**src/rtl/ov7670_pixel_capture.sv**
```systemverilog
// OV7670 RGB444 capture: pairs sensor bytes into 12-bit pixels and writes them
// to a linear frame buffer, skipping settle frames and flagging frame integrity.
module ov7670_pixel_capture #(
  parameter int H_PIX       = 640,
  parameter int V_PIX       = 480,
  parameter int SKIP_FRAMES = 2,
  parameter int ADDR_W      = 19
) (
  input  logic              i_pclk,
  input  logic              i_rst_pclk,
  input  logic              i_cap_en,
  input  logic              i_cam_vsync,
  input  logic              i_cam_href,
  input  logic [7:0]        i_cam_data,
  output logic              o_pix_wr,
  output logic [ADDR_W-1:0] o_pix_addr,
  output logic [11:0]       o_pix_data,
  output logic              o_frame_done,
  output logic              o_frame_ok,
  output logic              o_busy
);
  localparam int CW = ADDR_W + 1;
  localparam int BW = $clog2(2*H_PIX + 2);
  localparam int LW = $clog2(V_PIX + 2);
  localparam int SW = (SKIP_FRAMES > 0) ? $clog2(SKIP_FRAMES + 1) : 1;
  localparam logic [CW-1:0] PIX_TOT = CW'(H_PIX * V_PIX);
  localparam logic [BW-1:0] LINE_B  = BW'(2 * H_PIX);
  localparam logic [BW-1:0] BYTE_SAT = BW'(2 * H_PIX + 1);
  localparam logic [LW-1:0] LINES   = LW'(V_PIX);
  localparam logic [LW-1:0] LINE_SAT = LW'(V_PIX + 1);

  typedef enum logic [1:0] {IDLE, WAIT_VS, SKIP, CAPTURE} state_t;
  state_t state, state_n;

  logic          s1_vs, s2_vs, s1_href, s2_href;
  logic [7:0]    s1_data;
  logic [SW-1:0] skip_cnt;
  logic          phase;
  logic [3:0]    r_lat;
  logic [CW-1:0] pix_cnt;
  logic [BW-1:0] byte_cnt;
  logic [LW-1:0] line_cnt;
  logic          bad, end_pend;

  wire vs_rise  = s1_vs & ~s2_vs;
  wire vs_fall  = ~s1_vs & s2_vs;
  wire cap      = (state == CAPTURE);
  wire enter    = (state_n == CAPTURE) && !cap;
  wire frm_clr  = enter || (cap && vs_fall);
  wire pix_done = cap && s1_href && phase;
  wire room     = (pix_cnt < PIX_TOT);
  wire line_end = cap && s2_href && !s1_href;

  always_ff @(posedge i_pclk or posedge i_rst_pclk) begin
    if (i_rst_pclk) begin
      s1_vs <= 1'b0; s2_vs <= 1'b0; s1_href <= 1'b0; s2_href <= 1'b0; s1_data <= '0;
    end else begin
      s1_vs <= i_cam_vsync; s2_vs <= s1_vs;
      s1_href <= i_cam_href; s2_href <= s1_href;
      s1_data <= i_cam_data;
    end
  end

  always_comb begin
    state_n = state;
    case (state)
      IDLE:    if (i_cap_en) state_n = WAIT_VS;
      WAIT_VS: if (!i_cap_en) state_n = IDLE;
               else if (vs_rise) state_n = (SKIP_FRAMES == 0) ? CAPTURE : SKIP;
      SKIP:    if (!i_cap_en) state_n = IDLE;
               else if (vs_rise && skip_cnt == SW'(1)) state_n = CAPTURE;
      CAPTURE: if (vs_rise && !i_cap_en) state_n = IDLE;
      default: state_n = IDLE;
    endcase
  end

  always_ff @(posedge i_pclk or posedge i_rst_pclk) begin
    if (i_rst_pclk) begin
      state    <= IDLE;
      skip_cnt <= '0;
    end else begin
      state <= state_n;
      if (state == WAIT_VS && vs_rise) skip_cnt <= SW'(SKIP_FRAMES);
      else if (state == SKIP && vs_rise) skip_cnt <= skip_cnt - SW'(1);
    end
  end

  // Frame-end evaluation runs one cycle after vs_rise so a pixel completing on
  // that same cycle is already counted.
  always_ff @(posedge i_pclk or posedge i_rst_pclk) begin
    if (i_rst_pclk) begin
      phase <= 1'b0; r_lat <= '0; o_pix_wr <= 1'b0; o_pix_data <= '0; o_pix_addr <= '0;
      pix_cnt <= '0; byte_cnt <= '0; line_cnt <= '0; bad <= 1'b0; end_pend <= 1'b0;
      o_frame_done <= 1'b0; o_frame_ok <= 1'b0;
    end else begin
      phase <= cap && s1_href && !phase;
      if (cap && s1_href && !phase) r_lat <= s1_data[3:0];
      o_pix_wr <= pix_done && room;
      if (pix_done && room) o_pix_data <= {r_lat, s1_data};

      if (frm_clr) o_pix_addr <= '0;
      else if (o_pix_wr) o_pix_addr <= o_pix_addr + ADDR_W'(1);

      if (frm_clr) pix_cnt <= '0;
      else if (pix_done && room) pix_cnt <= pix_cnt + CW'(1);

      if (!cap || !s1_href) byte_cnt <= '0;
      else if (byte_cnt != BYTE_SAT) byte_cnt <= byte_cnt + BW'(1);

      if (frm_clr) line_cnt <= '0;
      else if (line_end && line_cnt != LINE_SAT) line_cnt <= line_cnt + LW'(1);

      if (frm_clr) bad <= 1'b0;
      else if ((line_end && byte_cnt != LINE_B) || (pix_done && !room)) bad <= 1'b1;

      end_pend     <= cap && vs_rise;
      o_frame_done <= end_pend;
      if (end_pend) o_frame_ok <= !bad && (pix_cnt == PIX_TOT) && (line_cnt == LINES);
    end
  end

  assign o_busy = (state != IDLE);
endmodule

```
**config.mk**
```make
export PLATFORM = sky130hd
export DESIGN_NAME = ov7670_pixel_capture
export DESIGN_NICKNAME = d
export VERILOG_FILES = /design/src/rtl/ov7670_pixel_capture.sv
export SDC_FILE = /design/constraint.sdc
export NUM_CORES = 1
export LEC_CHECK = 0
export CAP_MARGIN = 0
export CORE_UTILIZATION = 50
export CTS_BUF_LIST = sky130_fd_sc_hd__clkbuf_16
export DETAILED_ROUTE_END_ITERATION = 7
export PLACE_DENSITY_LB_ADDON = 0.15
export SYNTH_ARGS = -nofsm -noshare
export SYNTH_HDL_FRONTEND = slang
export SYNTH_SLANG_ARGS = --single-unit
```
**constraint.sdc**
```tcl
create_clock -name i_pclk -period 5 [get_ports i_pclk]
set_input_delay 0.5 -clock i_pclk [delete_from_list [all_inputs] [get_ports i_pclk]]
set_output_delay 0.5 -clock i_pclk [all_outputs]
set_load 0.1 [all_outputs]
```
==> results.sh, run 1 <==
export IMPL_run_status="finished, violations left"
export IMPL_violations="design-rule violations"
export IMPL_gp_congestion=0.821
export IMPL_syn_area_per_cell_sq_um=9.93
export IMPL_design_final_nets=527
export IMPL_htree_levels=3
export IMPL_synthMostInstantiatedCell="dfrtp_1"
export IMPL_grt_start_max_net_pins=59
export IMPL_worst_slew_pin_transition_ps=971
export IMPL_worst_setup_path_type="reg -> out"
export IMPL_die_h_um=97.8
export IMPL_first_global_vias=3332
export IMPL_cts_sink_count=97
export IMPL_std_cell_rows=34
export IMPL_vdd_ir_drop_max_mv=0.312
export IMPL_groute_usage_overall_pct=19.7
export IMPL_final_period_minus_worst_setup_slack_ps=2700
export IMPL_hold_viol=0
export IMPL_cell_types_occupying_the_most_area_after_synthesis="dfrtp_1 53%, nand2_1 5.0%, a21oi_1 3.9%"
export IMPL_yosys_warnings=0
export IMPL_post_synth_top_area_cell="dfrtp_1"
export IMPL_synth_edff_count=0
export IMPL_synth_ff_latch_count=97
export IMPL_cts_root_buf="clkbuf_16"
export IMPL_start_util_pct=52.1
export IMPL_synth_yosys_seq_area_share_pct=52.9
export IMPL_timing_max_transition_violations_final=0
export IMPL_start_kind="register"
export IMPL_yosys_most_used_dff="dfrtp_1"
export IMPL_wire_length_reported_by_the_detailed_router_um=9100
export IMPL_placeableCoreArea_sq_um=8810
export IMPL_synth_cells_most_frequent="97 x dfrtp_1, 61 x nand2_1, 36 x a21oi_1, 33 x nor2_1, 25 x nand4_1"
export IMPL_postRouteAntennaNets=0
export IMPL_drc=8
export IMPL_grt_pass1_wl_um=15300
export IMPL_antenna_found_initial=0
export IMPL_crit_required_ps=4500
export IMPL_utilization_pct=61.5
export IMPL_dpl_instance_area_sq_um=5130
export IMPL_final_design_area_no_fill_sq_um=5420
export IMPL_fin_skew_ps=12.0
export IMPL_wl_per_cell_um=14.7
export IMPL_rsz_0062_raised_after_global_routing="no"
export IMPL_dr_first_iter_drc_count=214
export IMPL_crit_arrival_ps=2200
export IMPL_synthesis_nets=485
export IMPL_max_cap_viol_count=0
export IMPL_ys_async_sr_fraction_pct=100
export IMPL_fin_crit_sh_pct=53.9
export IMPL_fin_setup_tns_ps=0
export IMPL_drt_first_pass_iters=7
export IMPL_critical_path_max_fanout=15
export IMPL_vias=3579
export IMPL_cellLeakagePower_nw=2.27
export IMPL_synth_top_area_share_pct=52.9
export IMPL_ctsLongestPathBuffers=2
export IMPL_number_of_instances_in_the_synthesized_netlist=462
export IMPL_dp_hpwl_um=6030
export IMPL_setup_violations_final=0
export IMPL_globalRoute_totalOverflow=0
export IMPL_die_w_um=97.8
export IMPL_type_of_the_tightest_min_delay_check="reg -> reg"
export IMPL_clk_pin_slew_worst_paths_ps=70
export IMPL_cts_tree="yes"
export IMPL_areaGrowthSynthToFinish_pct=18.0
export IMPL_postCtsSetupRepairBufs=0
export IMPL_relSlewSlack_pct=35.0
export IMPL_layout_drive_gt1_share_pct=5.70
export IMPL_die_area_sq_um=9560
export IMPL_synthesis_area_sq_um=4590
export IMPL_dp_slack_ps=2680
export IMPL_synthDistinctLibCells=49
export IMPL_clock_insertion_delay_worst_skew_ps=340
export IMPL_endpoint_kind="output pin"
export IMPL_setup_ws_ps=2300
export IMPL_powerDensity_nw_per_um2=397
export IMPL_post_drt_via_cell_ratio=5.80
export IMPL_cts_hold_buffers_added=0
export IMPL_antenna_diode_count=0
export IMPL_io_pins=48
export IMPL_portBuffers=47
export IMPL_cts_repair_resized=0
export IMPL_timing_fmax_mhz=371
export IMPL_cts_buffers_inserted=9
## cells by family (layout without fill, tap and decap cells)
kind of cell | count (synthesis) | in the layout | synth area share, %
and+or+nand+nor | 208 | 208 | 24.2
DFF | 97 | 97 | 52.9
AOI/OAI and AO/OA | 80 | 80 | 10.7
buffers and inverters | 37 | 84 | 3.35
xor gates and xnor gates | 22 | 22 | 4.20
adders and majority gates | 10 | 10 | 2.73
muxes | 8 | 8 | 1.85
## cell type report
type | instances | area (sq um)
repair buffers | 50 | 493
multi-input cells | 328 | 2010
clock buffers | 9 | 225
inverters | 18 | 70.1
fillers | 771 | 3390
flip-flops and latches | 97 | 2430
clock inverters | 7 | 55.1
well taps | 108 | 135
## placed cells by master (no fill, tap or decap), types with 15 or more instances in the layout
master,count
nand4_1,25
dfrtp_1,97
inv_1,17
nand3_1,21
o21ai_0,15
a21oi_1,36
clkdlybuf4s50_1,47
nand2_1,61
xor2_1,15
nor2_1,32
## per-stage QoR
step,power (mW),std cells,hold slack (ps)
after floorplan,1.38,462,367
after global placement,1.51,601,406
after detailed placement,1.52,601,417
after CTS,2.17,617,433
after global routing,2.24,617,451
final,2.15,617,422
## sequential cells by signal (all words and copies together) (netlist names), 2 cells and up
name        count
s1_data         8
skip_cnt        2
o_pix_data     12
r_lat           4
byte_cnt       11
o_pix_addr     19
pix_cnt        20
state           2
line_cnt        9
## where the power goes
part / internal (mW) / total (mW) / switching (mW)
Clock: 0.342 / 0.650 / 0.308
Sequential: 0.870 / 0.947 / 0.0765
Combinational: 0.148 / 0.555 / 0.407
Total: 1.36 / 2.15 / 0.791
## path summary, 6_finish.rpt
| path | from | to | slack, ps | cells after the start |
|---|---|---|---|---|
| max reg2reg | state[0] | pix_cnt[17] | 2950 | 5 |
| min | end_pend | o_frame_done | 420 | 0 |
| max in group asynchronous | i_rst_pclk | o_pix_addr[13] | 3390 | 3 |
| max | state[0] | o_busy | 2300 | 2 |
| min reg2reg | end_pend | o_frame_done | 420 | 0 |
| min in group asynchronous | i_rst_pclk | pix_cnt[4] | 630 | 2 |
## critical path, cell delays in order (launching register included)
cell and delay, ps:
dfrtp_1 560, or2_2 180, clkdlybuf4s50_1 1120
## layer usage
layer,global-route usage (%),share of wire [%],up-vias
met5,0,0,-
met3,2.79,3.2,18
met1,27.1,47,1732
li1,-,-,1749
met4,8.04,2.2,0
met2,31.7,47,80
Power figures use the tool's default switching activity.
==> inputs of run 2 (changes only) <==
clock period = 2.8 ns   (was 5 ns; I/O delays follow)
==> run 2 against run 1 <==
Hold slack got worse by 51 ps. Sequential cell count unchanged. Routed wire length decreased by 2.5%. Final cell count increased by 0.81%. Critical endpoint is now pix_cnt[11]. Largest power group unchanged. Core utilization decreased by 0.28 points. Sequential share of layout area increased by 0.21 points. The run still ends with design-rule violations left. Register-to-register slack got worse by 2500 ps.
==> results.sh, run 2 (synthesis gave the netlist of run 1 again) <==
export IMPL_run_status="finished, violations left"
export IMPL_violations="design-rule violations"
export IMPL_die_h_um=97.8
export IMPL_layout_drive_gt1_share_pct=13.6
export IMPL_net_switching_fraction_of_the_power_pct=37.1
export IMPL_crit_required_ps=3060
export IMPL_start_kind="register"
export IMPL_cts_repair_resized=0
export IMPL_htree_levels=3
export IMPL_die_w_um=97.8
export IMPL_portBuffers=47
export IMPL_drt_first_pass_iters=7
export IMPL_share_clk_of_total_power_pct=30.9
export IMPL_vdd_ir_drop_max_mv=0.579
export IMPL_clock_insertion_delay_worst_skew_ps=340
export IMPL_cellInternalPower_mw=2.44
export IMPL_registers_top_by_ff_count="pix_cnt"
export IMPL_design_final_nets=532
export IMPL_sequentialPowerShare_pct=43.3
export IMPL_timing_fmax_mhz=421
export IMPL_areaGrowthSynthToFinish_pct=17.5
export IMPL_post_drt_via_cell_ratio=5.76
export IMPL_first_global_vias=3438
export IMPL_utilization_pct=61.2
export IMPL_timing_max_transition_violations_final=0
export IMPL_powerDensity_nw_per_um2=718
export IMPL_fin_skew_ps=7.61
export IMPL_placeableCoreArea_sq_um=8810
export IMPL_fin_crit_sh_pct=84.8
export IMPL_antenna_found_initial=0
export IMPL_fin_setup_tns_ps=0
export IMPL_cts_buffers_inserted=9
export IMPL_postCtsSetupRepairBufs=0
export IMPL_relSlewSlack_pct=33.0
export IMPL_cts_hold_buffers_added=0
export IMPL_gp_congestion=0.816
export IMPL_max_cap_viol_count=0
export IMPL_cts_sink_count=97
export IMPL_globalRoute_totalOverflow=0
export IMPL_io_pins=48
export IMPL_worst_slew_pin_transition_ps=1000
export IMPL_crit_arrival_ps=2630
export IMPL_final_common_cell="dfrtp_1"
export IMPL_final_period_minus_worst_setup_slack_ps=2380
export IMPL_setup_violations_final=0
export IMPL_critical_path_max_fanout=27
export IMPL_cts_tree="yes"
export IMPL_largest_registers="pix_cnt: 20 flops, o_pix_addr: 19 flops, o_pix_data: 12 flops"
export IMPL_wl_per_cell_um=14.3
export IMPL_dr_first_iter_drc_count=230
export IMPL_postRouteAntennaNets=0
export IMPL_std_cell_rows=34
export IMPL_wire_length_reported_by_the_detailed_router_um=8870
export IMPL_rsz_0062_raised_after_global_routing="no"
export IMPL_grt_start_max_net_pins=48
export IMPL_type_of_the_tightest_min_delay_check="in -> reg"
export IMPL_hold_viol=0
export IMPL_fillers=761
export IMPL_cellLeakagePower_nw=2.36
export IMPL_endpoint_kind="register"
export IMPL_ctsLongestPathBuffers=2
export IMPL_power_combinational_fraction_pct=25.8
export IMPL_vias=3581
export IMPL_groute_usage_overall_pct=20.2
export IMPL_die_area_sq_um=9560
export IMPL_antenna_diode_count=0
export IMPL_cts_root_buf="clkbuf_16"
export IMPL_flip_flop_count_of_the_largest_register_after_layout=20
export IMPL_worst_setup_path_type="reg -> reg"
export IMPL_grt_pass1_wl_um=15800
export IMPL_most_frequent_cells_in_the_layout="97 x dfrtp_1, 61 x nand2_1, 42 x buf_4"
export IMPL_dp_hpwl_um=5960
export IMPL_drc=8
export IMPL_p_switching_mw=1.44
export IMPL_clk_pin_slew_worst_paths_ps=70
export IMPL_start_util_pct=52.1
-- run 2: area by class of cell --
cell class              count  area, sq um  area share (%)
clock buffers               9          225            4.18
clock inverters             7         66.3            1.23
well taps                 108          135            2.51
flip-flops and latches     97         2430            45.0
multi-input cells         328         2010            37.3
inverters                  18         71.3            1.32
repair buffers             55          455            8.45
-- run 2: final timing paths --
kind                            slack [ps]              to           from  cells after the start
worst max-delay path                   420     pix_cnt[11]       state[1]                      4
max in group asynchronous             1690  o_pix_addr[15]     i_rst_pclk                      3
worst max register to register         420     pix_cnt[11]       state[1]                      4
worst min register to register         430    o_frame_done       end_pend                      0
min in group asynchronous              410     line_cnt[6]     i_rst_pclk                      2
worst min-delay path                   370      s1_data[0]  i_cam_data[0]                      1
-- run 2: power groups by stage --
| stage | combinational [mW] | clock, mW | sequential [mW] |
|---|---|---|---|
| 2_1_floorplan | 0.354 | 0 | 2.11 |
| 3_3_place_gp | 0.987 | 0 | 1.70 |
| 3_5_place_dp | 1.00 | 0 | 1.71 |
| 4_1_cts | 1.01 | 1.24 | 1.68 |
| 5_1_grt | 1.06 | 1.29 | 1.71 |
| 6_report | 0.999 | 1.20 | 1.68 |
-- run 2: per-layer routing --
| metal | GRT usage [%] | vias up | share of wire, % |
|---|---|---|---|
| met5 | 0 | - | 0 |
| met2 | 33.0 | 57 | 49 |
| met1 | 27.5 | 1753 | 48 |
| li1 | - | 1769 | - |
| met3 | 4.01 | 2 | 2.9 |
| met4 | 6.29 | 0 | 0.17 |
-- run 2: per-stage QoR --
step	hold slack [ps]	power [mW]	worst slack, ps	cells	cell area, sq um
6_report	370	3.87	425	622	5390
4_1_cts	358	3.92	439	622	5390
2_1_floorplan	311	2.47	515	462	4590
3_5_place_dp	414	2.71	517	606	5100
5_1_grt	360	4.05	286	622	5390
3_3_place_gp	407	2.68	597	606	5100
-- run 2: worst max-delay path, stage by stage (launching register included) --
cell and delay (ps):
dfrtp_1 570, and4_1 290, o2111ai_2 540, or4_1 720
a21oi_1 180
